[config.mk]
export PLATFORM = sky130hd
export DESIGN_NAME = game_time_counter
export DESIGN_NICKNAME = d
export VERILOG_FILES = /design/src/rtl/game_time_counter.sv
export SDC_FILE = /design/constraint.sdc
export NUM_CORES = 1
export LEC_CHECK = 0
export ABC_AREA = 1
export CAP_MARGIN = 40
export CELL_PAD_IN_SITES_DETAIL_PLACEMENT = 0
export CELL_PAD_IN_SITES_GLOBAL_PLACEMENT = 2
export CORE_UTILIZATION = 26
export DETAILED_ROUTE_END_ITERATION = 8
export GPL_TIMING_DRIVEN = 0
export PLACE_DENSITY = 0.85
export SYNTH_ARGS = -nofsm -noshare
export SYNTH_HDL_FRONTEND = slang
export SYNTH_SLANG_ARGS = --single-unit
export TNS_END_PERCENT = 50
[constraint.sdc]
create_clock -name clock_25 -period 1.4 [get_ports clock_25]
set_input_delay 0.28 -clock clock_25 [delete_from_list [all_inputs] [get_ports clock_25]]
set_output_delay 0.28 -clock clock_25 [all_outputs]
set_load 0.01 [all_outputs]
[src/rtl/game_time_counter.sv]
// Elapsed game time counter: counts one BCD second (mm:ss) per rising edge
// of time_tik, with run/pause/hold tracking and an expiry flag at LIMIT_MIN:00.
//
// Ports:
//   clock_25    in  25 MHz system clock
//   reset       in  asynchronous active-low reset
//   sync_reset  in  synchronous clear, highest priority
//   start       in  game running enable
//   game_over   in  freeze request, latched into HOLD
//   time_tik    in  registered divisor MSB
//   sec_units   out BCD seconds units (0-9)
//   sec_tens    out BCD seconds tens (0-5)
//   min_units   out BCD minutes units (0-9)
//   min_tens    out BCD minutes tens (0-9)
//   sec_pulse   out one-cycle pulse when new digits appear
//   running     out high in RUN
//   time_up     out high in EXPIRED
module game_time_counter #(
    parameter int LIMIT_MIN = 99
) (
    input  logic       clock_25,
    input  logic       reset,
    input  logic       sync_reset,
    input  logic       start,
    input  logic       game_over,
    input  logic       time_tik,
    output logic [3:0] sec_units,
    output logic [3:0] sec_tens,
    output logic [3:0] min_units,
    output logic [3:0] min_tens,
    output logic       sec_pulse,
    output logic       running,
    output logic       time_up
);

    localparam logic [1:0] IDLE    = 2'd0;
    localparam logic [1:0] RUN     = 2'd1;
    localparam logic [1:0] HOLD    = 2'd2;
    localparam logic [1:0] EXPIRED = 2'd3;

    localparam logic [3:0] LIM_TENS  = 4'(LIMIT_MIN / 10);
    localparam logic [3:0] LIM_UNITS = 4'(LIMIT_MIN % 10);

    logic [1:0] state;
    logic [1:0] state_nx;
    logic       tik_d;
    logic       tick;

    logic [3:0] inc_su, inc_st, inc_mu, inc_mt;
    logic [3:0] su_nx, st_nx, mu_nx, mt_nx;
    logic       pulse_nx;
    logic       at_limit;

    assign tick = time_tik & ~tik_d;

    // BCD ripple increment, digit by digit
    always_comb begin
        inc_su = sec_units;
        inc_st = sec_tens;
        inc_mu = min_units;
        inc_mt = min_tens;
        if (sec_units == 4'd9) begin
            inc_su = 4'd0;
            if (sec_tens == 4'd5) begin
                inc_st = 4'd0;
                if (min_units == 4'd9) begin
                    inc_mu = 4'd0;
                    inc_mt = (min_tens == 4'd9) ? 4'd0 : min_tens + 4'd1;
                end else begin
                    inc_mu = min_units + 4'd1;
                end
            end else begin
                inc_st = sec_tens + 4'd1;
            end
        end else begin
            inc_su = sec_units + 4'd1;
        end
    end

    assign at_limit = (inc_mt == LIM_TENS) && (inc_mu == LIM_UNITS) &&
                      (inc_st == 4'd0) && (inc_su == 4'd0);

    always_comb begin
        state_nx = state;
        su_nx    = sec_units;
        st_nx    = sec_tens;
        mu_nx    = min_units;
        mt_nx    = min_tens;
        pulse_nx = 1'b0;
        case (state)
            IDLE: begin
                if (game_over)
                    state_nx = HOLD;
                else if (start)
                    state_nx = RUN;
            end
            RUN: begin
                if (game_over) begin
                    state_nx = HOLD;
                end else if (!start) begin
                    state_nx = IDLE;
                end else if (tick) begin
                    su_nx    = inc_su;
                    st_nx    = inc_st;
                    mu_nx    = inc_mu;
                    mt_nx    = inc_mt;
                    pulse_nx = 1'b1;
                    if (at_limit)
                        state_nx = EXPIRED;
                end
            end
            default: state_nx = state;
        endcase
    end

    always_ff @(posedge clock_25 or negedge reset) begin
        if (!reset) begin
            state     <= IDLE;
            tik_d     <= 1'b0;
            sec_units <= 4'd0;
            sec_tens  <= 4'd0;
            min_units <= 4'd0;
            min_tens  <= 4'd0;
            sec_pulse <= 1'b0;
            running   <= 1'b0;
            time_up   <= 1'b0;
        end else if (sync_reset) begin
            state     <= IDLE;
            tik_d     <= 1'b0;
            sec_units <= 4'd0;
            sec_tens  <= 4'd0;
            min_units <= 4'd0;
            min_tens  <= 4'd0;
            sec_pulse <= 1'b0;
            running   <= 1'b0;
            time_up   <= 1'b0;
        end else begin
            state     <= state_nx;
            tik_d     <= time_tik;
            sec_units <= su_nx;
            sec_tens  <= st_nx;
            min_units <= mu_nx;
            min_tens  <= mt_nx;
            sec_pulse <= pulse_nx;
            // flags follow the next state so they change on the same edge
            running   <= (state_nx == RUN);
            time_up   <= (state_nx == EXPIRED);
        end
    end

endmodule

==> summary by stage <==
Setup path
The classification of the worst setup path is reg -> reg. The cell with the biggest individual delay on the critical path is dfrtp_1. The critical path goes through inv_2, nor2_4, nand2_4, nor2_8, nand2_1, nand2_1, nand3_2, nor2_4, nand4_4, nand2_1, nor2_1. The maximum fanout along the worst path is 6. The worst setup path is launched from a flop. Broken down by cell family, the worst path's largest delay share belongs to simple AND/OR/NAND/NOR gates.

The endpoint kind of the worst setup timing path is a flop. Among the stages of the critical path, the cell type that occurs most often is nand2_1. The number of buffers and inverters on the critical path is 1. The critical path starts at sec_units[3]. The endpoint required time on the critical path is 1.56 ns.

The launch instance of the worst register-to-register path is sec_units[3]. The critical path data arrival time is 1.81 ns. The stage delay of the slowest cell on the critical path is ~0.45 ns.

Drt
The topmost layer with routed signal wires is met4. Summed over all layers, the routed wires come to between 3 and 4 mm. Summed over all nets, wire length on met3 after detailed routing comes to 107 um.

The routed design uses ~1.7 mm of met2 wire. In the routed design, unresolved DRC markers number 0. The first routing iteration left 28 violations. After detailed routing, the average wire length per cell comes to 12.5 um. The mean number of vias per cell is 4.53.

The first detailed-routing pass took 4 iterations. The post-route antenna net violation count is 0. Detailed routing inserted a total of about 1400 vias. In the final routing, the length of wire on met1 measures roughly 1.9 mm.

Logic synthesis
dfrtp_1 takes more of the synthesized area than any other cell. Synthesis inferred 22 register bits. After synthesis, the mean cell area works out to 7.30 um^2. The number of warning messages in the yosys log is 0. The cell area that synthesis handed to floorplanning was 1340 um^2. The multiplexer area fraction after synthesis is 0%. Summing the areas of all xor and xnor instances in the mapped netlist gives under 10% of the synthesized area. The fraction of the mapped netlist area in compound gates is 10.7%. The dominant combinational cell family by area after synthesis is simple AND/OR/NAND/NOR gates. The count of distinct cell types in the synthesized netlist is 23. Sorting the synthesized cells by area gives the leading types as dfrtp_1, nand2_1, nor2_1. Summing the areas of all and, or, nand and nor instances in the mapped netlist gives 37.6% of the synthesized area.

The area share of the leading cell type in the synthesized netlist is 41.2%. The number of nets produced by synthesis is 191. Summing the sequential cell areas from Yosys gives roughly 41% of the chip area. The arithmetic-cell share of the synthesized area counting full adders, half adders and majority gates is roughly 1.9%.

The number of instances in the synthesized netlist is 183.

Floorplan
The initial utilization of the core area, before any placement, comes to 27.7%. From left edge to right edge, the die measures 73.7 um. The placeable core region is 4820 um^2. The floorplan has 25 rows. For this design the top-level I/O count stands at 25. The floorplan step defined a die boundary enclosing 5430 um^2. The die height is 73.7 um.

GRT
The wire length of the first global-routing pass is 6.00 mm. For this run, the total global-route usage over all layers was measured as between 10% and 20%. The initial antenna violation count is 0.

Entering global routing, the biggest net connects 14 pins. The via count of the first global-routing pass came to 1237. The overall overflow remaining after global route is 0.

Clock tree
The number of buffers added to fix hold violations after cts is 0. For the worst-skew pair, the clock arrives at the later sink with an insertion delay of 0.26 ns. TritonCTS built the clock tree. In this run the deepest clock path goes through 2 buffers.

The number of clock sinks is 22. The cell chosen for the clock root is clkbuf_8. Clock-pin slew was measured on the worst setup and hold paths at 0.08 ns. Counting the buffers created by CTS gives 3.

CTS built an H-tree with a depth of 1.

Placed design
Prior to clock tree synthesis, the placed netlist has a worst setup slack of -0.711 ns. Routability-driven placement finished with a final weighted congestion of 0.727. Input and output buffers added on the ports amount to 24.

The detailed placement HPWL is 2.54 mm.

Run status
The flow ran to the end, but the final reports show violations. The checks that failed: setup timing.

STA
Based on the critical path, the design can be clocked at up to 607 MHz. The post-route minimum period is 1.65 ns. The final clock skew is about 0.0013 ns.

After routing, the total negative slack on setup checks comes to -0.804 ns. At the pin with the least slew margin, the transition time is 0.549 ns. Setup violations remaining at the end of the flow were counted as 5. Of the available clock period, the critical path in the final layout requires 118%. Setup repair after global routing could not meet its margin everywhere. The final hold violation count is 0. The worst relative slew slack is 63.3%. The minimum setup slack in the final design is -0.249 ns.

The final number of max-transition violations is 0.

Power and ir drop
The worst-case vdd ir drop is between 0.0005 and 0.0006 V. The static power due to leakage is 1.04 nW. The total power density per cell area is roughly 620 nW/um^2.

Finish
For this run, the post-layout net count is approximately 250. The post-route core utilization is 44.5%. The count of filler cells inserted in the layout is 530. The number of antenna diodes in the final layout is 0.

Compared with the post-synthesis result, the final layout area differs by 60.6%. In the layout the commonest cells are nand2_1, buf_4, nor2_1, inv_1, dlygate4sd2_1. The share of post-route cells with drive strength above 1 is 40.3%.

Leaving out fill and tap cells, the most frequent cell in the layout is nand2_1.

Flow run
Max-cap violations in this run came to 0.

Min path
The type of the most critical hold path is in -> reg. In this run the most critical hold path is launched from time_tik.
per-layer routing:
layer	track usage, %	vias to the layer above
met5	0	-
met4	4.70	0
met3	1.65	6
met2	23.4	34
met1	20.5	644
li1	-	697
power breakdown:
group          internal (W)  leakage (nW)   total, W  switching [W]
clock              0.000382        0.0357   0.000595       0.000214
sequential         0.000641         0.286   0.000644     0.00000317
combinational     0.0000419         0.716  0.0000895      0.0000476
what timing repair did:
item / CTS / global route
pin swaps: 7 / 8
endpoints found under the setup margin: 38 / 17
cloned: 1 / 1
buffers inserted: 10 / 14
resized for setup: 44 / 31
flip-flops by register name (all words and copies together) (netlist names):
| signal | cells |
|---|---|
| running | 1 |
| sec_pulse | 1 |
| time_up | 1 |
| sec_tens | 4 |
| min_units | 4 |
| state | 2 |
| sec_units | 4 |
| min_tens | 4 |
| tik_d | 1 |
path summary, 6_finish.rpt:
kind	end	slack, ns	depth (start not counted)
max	running	-0.25	11
min	tik_d	0.27	3
max reg2reg	running	-0.25	11
min reg2reg	state[0]	0.60	2
max in group asynchronous	sec_tens[2]	0.54	2
min in group asynchronous	min_tens[2]	0.37	1
metrics by stage:
step           std cells  hold WS (ns)  instance area [um^2]  total power, W
6_report             305         0.270                  2140         0.00133
5_1_grt              305         0.289                  2140         0.00138
4_1_cts              290         0.387                  1930         0.00133
3_5_place_dp         275         0.582                  1710        0.000723
3_3_place_gp         274         0.570                  1690        0.000718
2_1_floorplan        183       -0.0156                  1370        0.000677
cells in the mapped netlist (all sizes together):
| library cell | number |
|---|---|
| a21oi | 6 |
| ha | 2 |
| xor2 | 2 |
| nand4 | 2 |
| buf | 1 |
| o22ai | 9 |
| nor2 | 34 |
| nand2 | 55 |
| o32ai | 1 |
| o21ai | 8 |
| nand3b | 1 |
| inv | 25 |
| dfrtp | 22 |
| a22oi | 1 |
| nand3 | 14 |
logic make-up (layout without fill, tap and decap cells):
| logic type | Yosys count | count (layout) |
|---|---|---|
| and+or+nand+nor | 106 | 107 |
| AOI/OAI and AO/OA | 25 | 25 |
| DFF | 22 | 22 |
| xor gates and xnor gates | 2 | 2 |
| adders and majority gates | 2 | 2 |
| buffers and inverters | 26 | 80 |
tightest hold or removal path: stages:
cell,delay (ns)
dlymetal6s2s_1,0.13
inv_1,0.06
nor2_1,0.03
final cells by class:
class	count	area [um^2]	share of cell area (%)
plain buffers	1	15.0	0.700
clock buffers	3	41.3	1.93
clock inverters	1	30.0	1.40
inverters	25	96.3	4.49
multi-input cells	136	852	39.7
flip-flops and latches	22	564	26.3
well taps	67	83.8	3.91
repair buffers	50	462	21.5
Note: power is estimated with default switching activity, not from simulation.
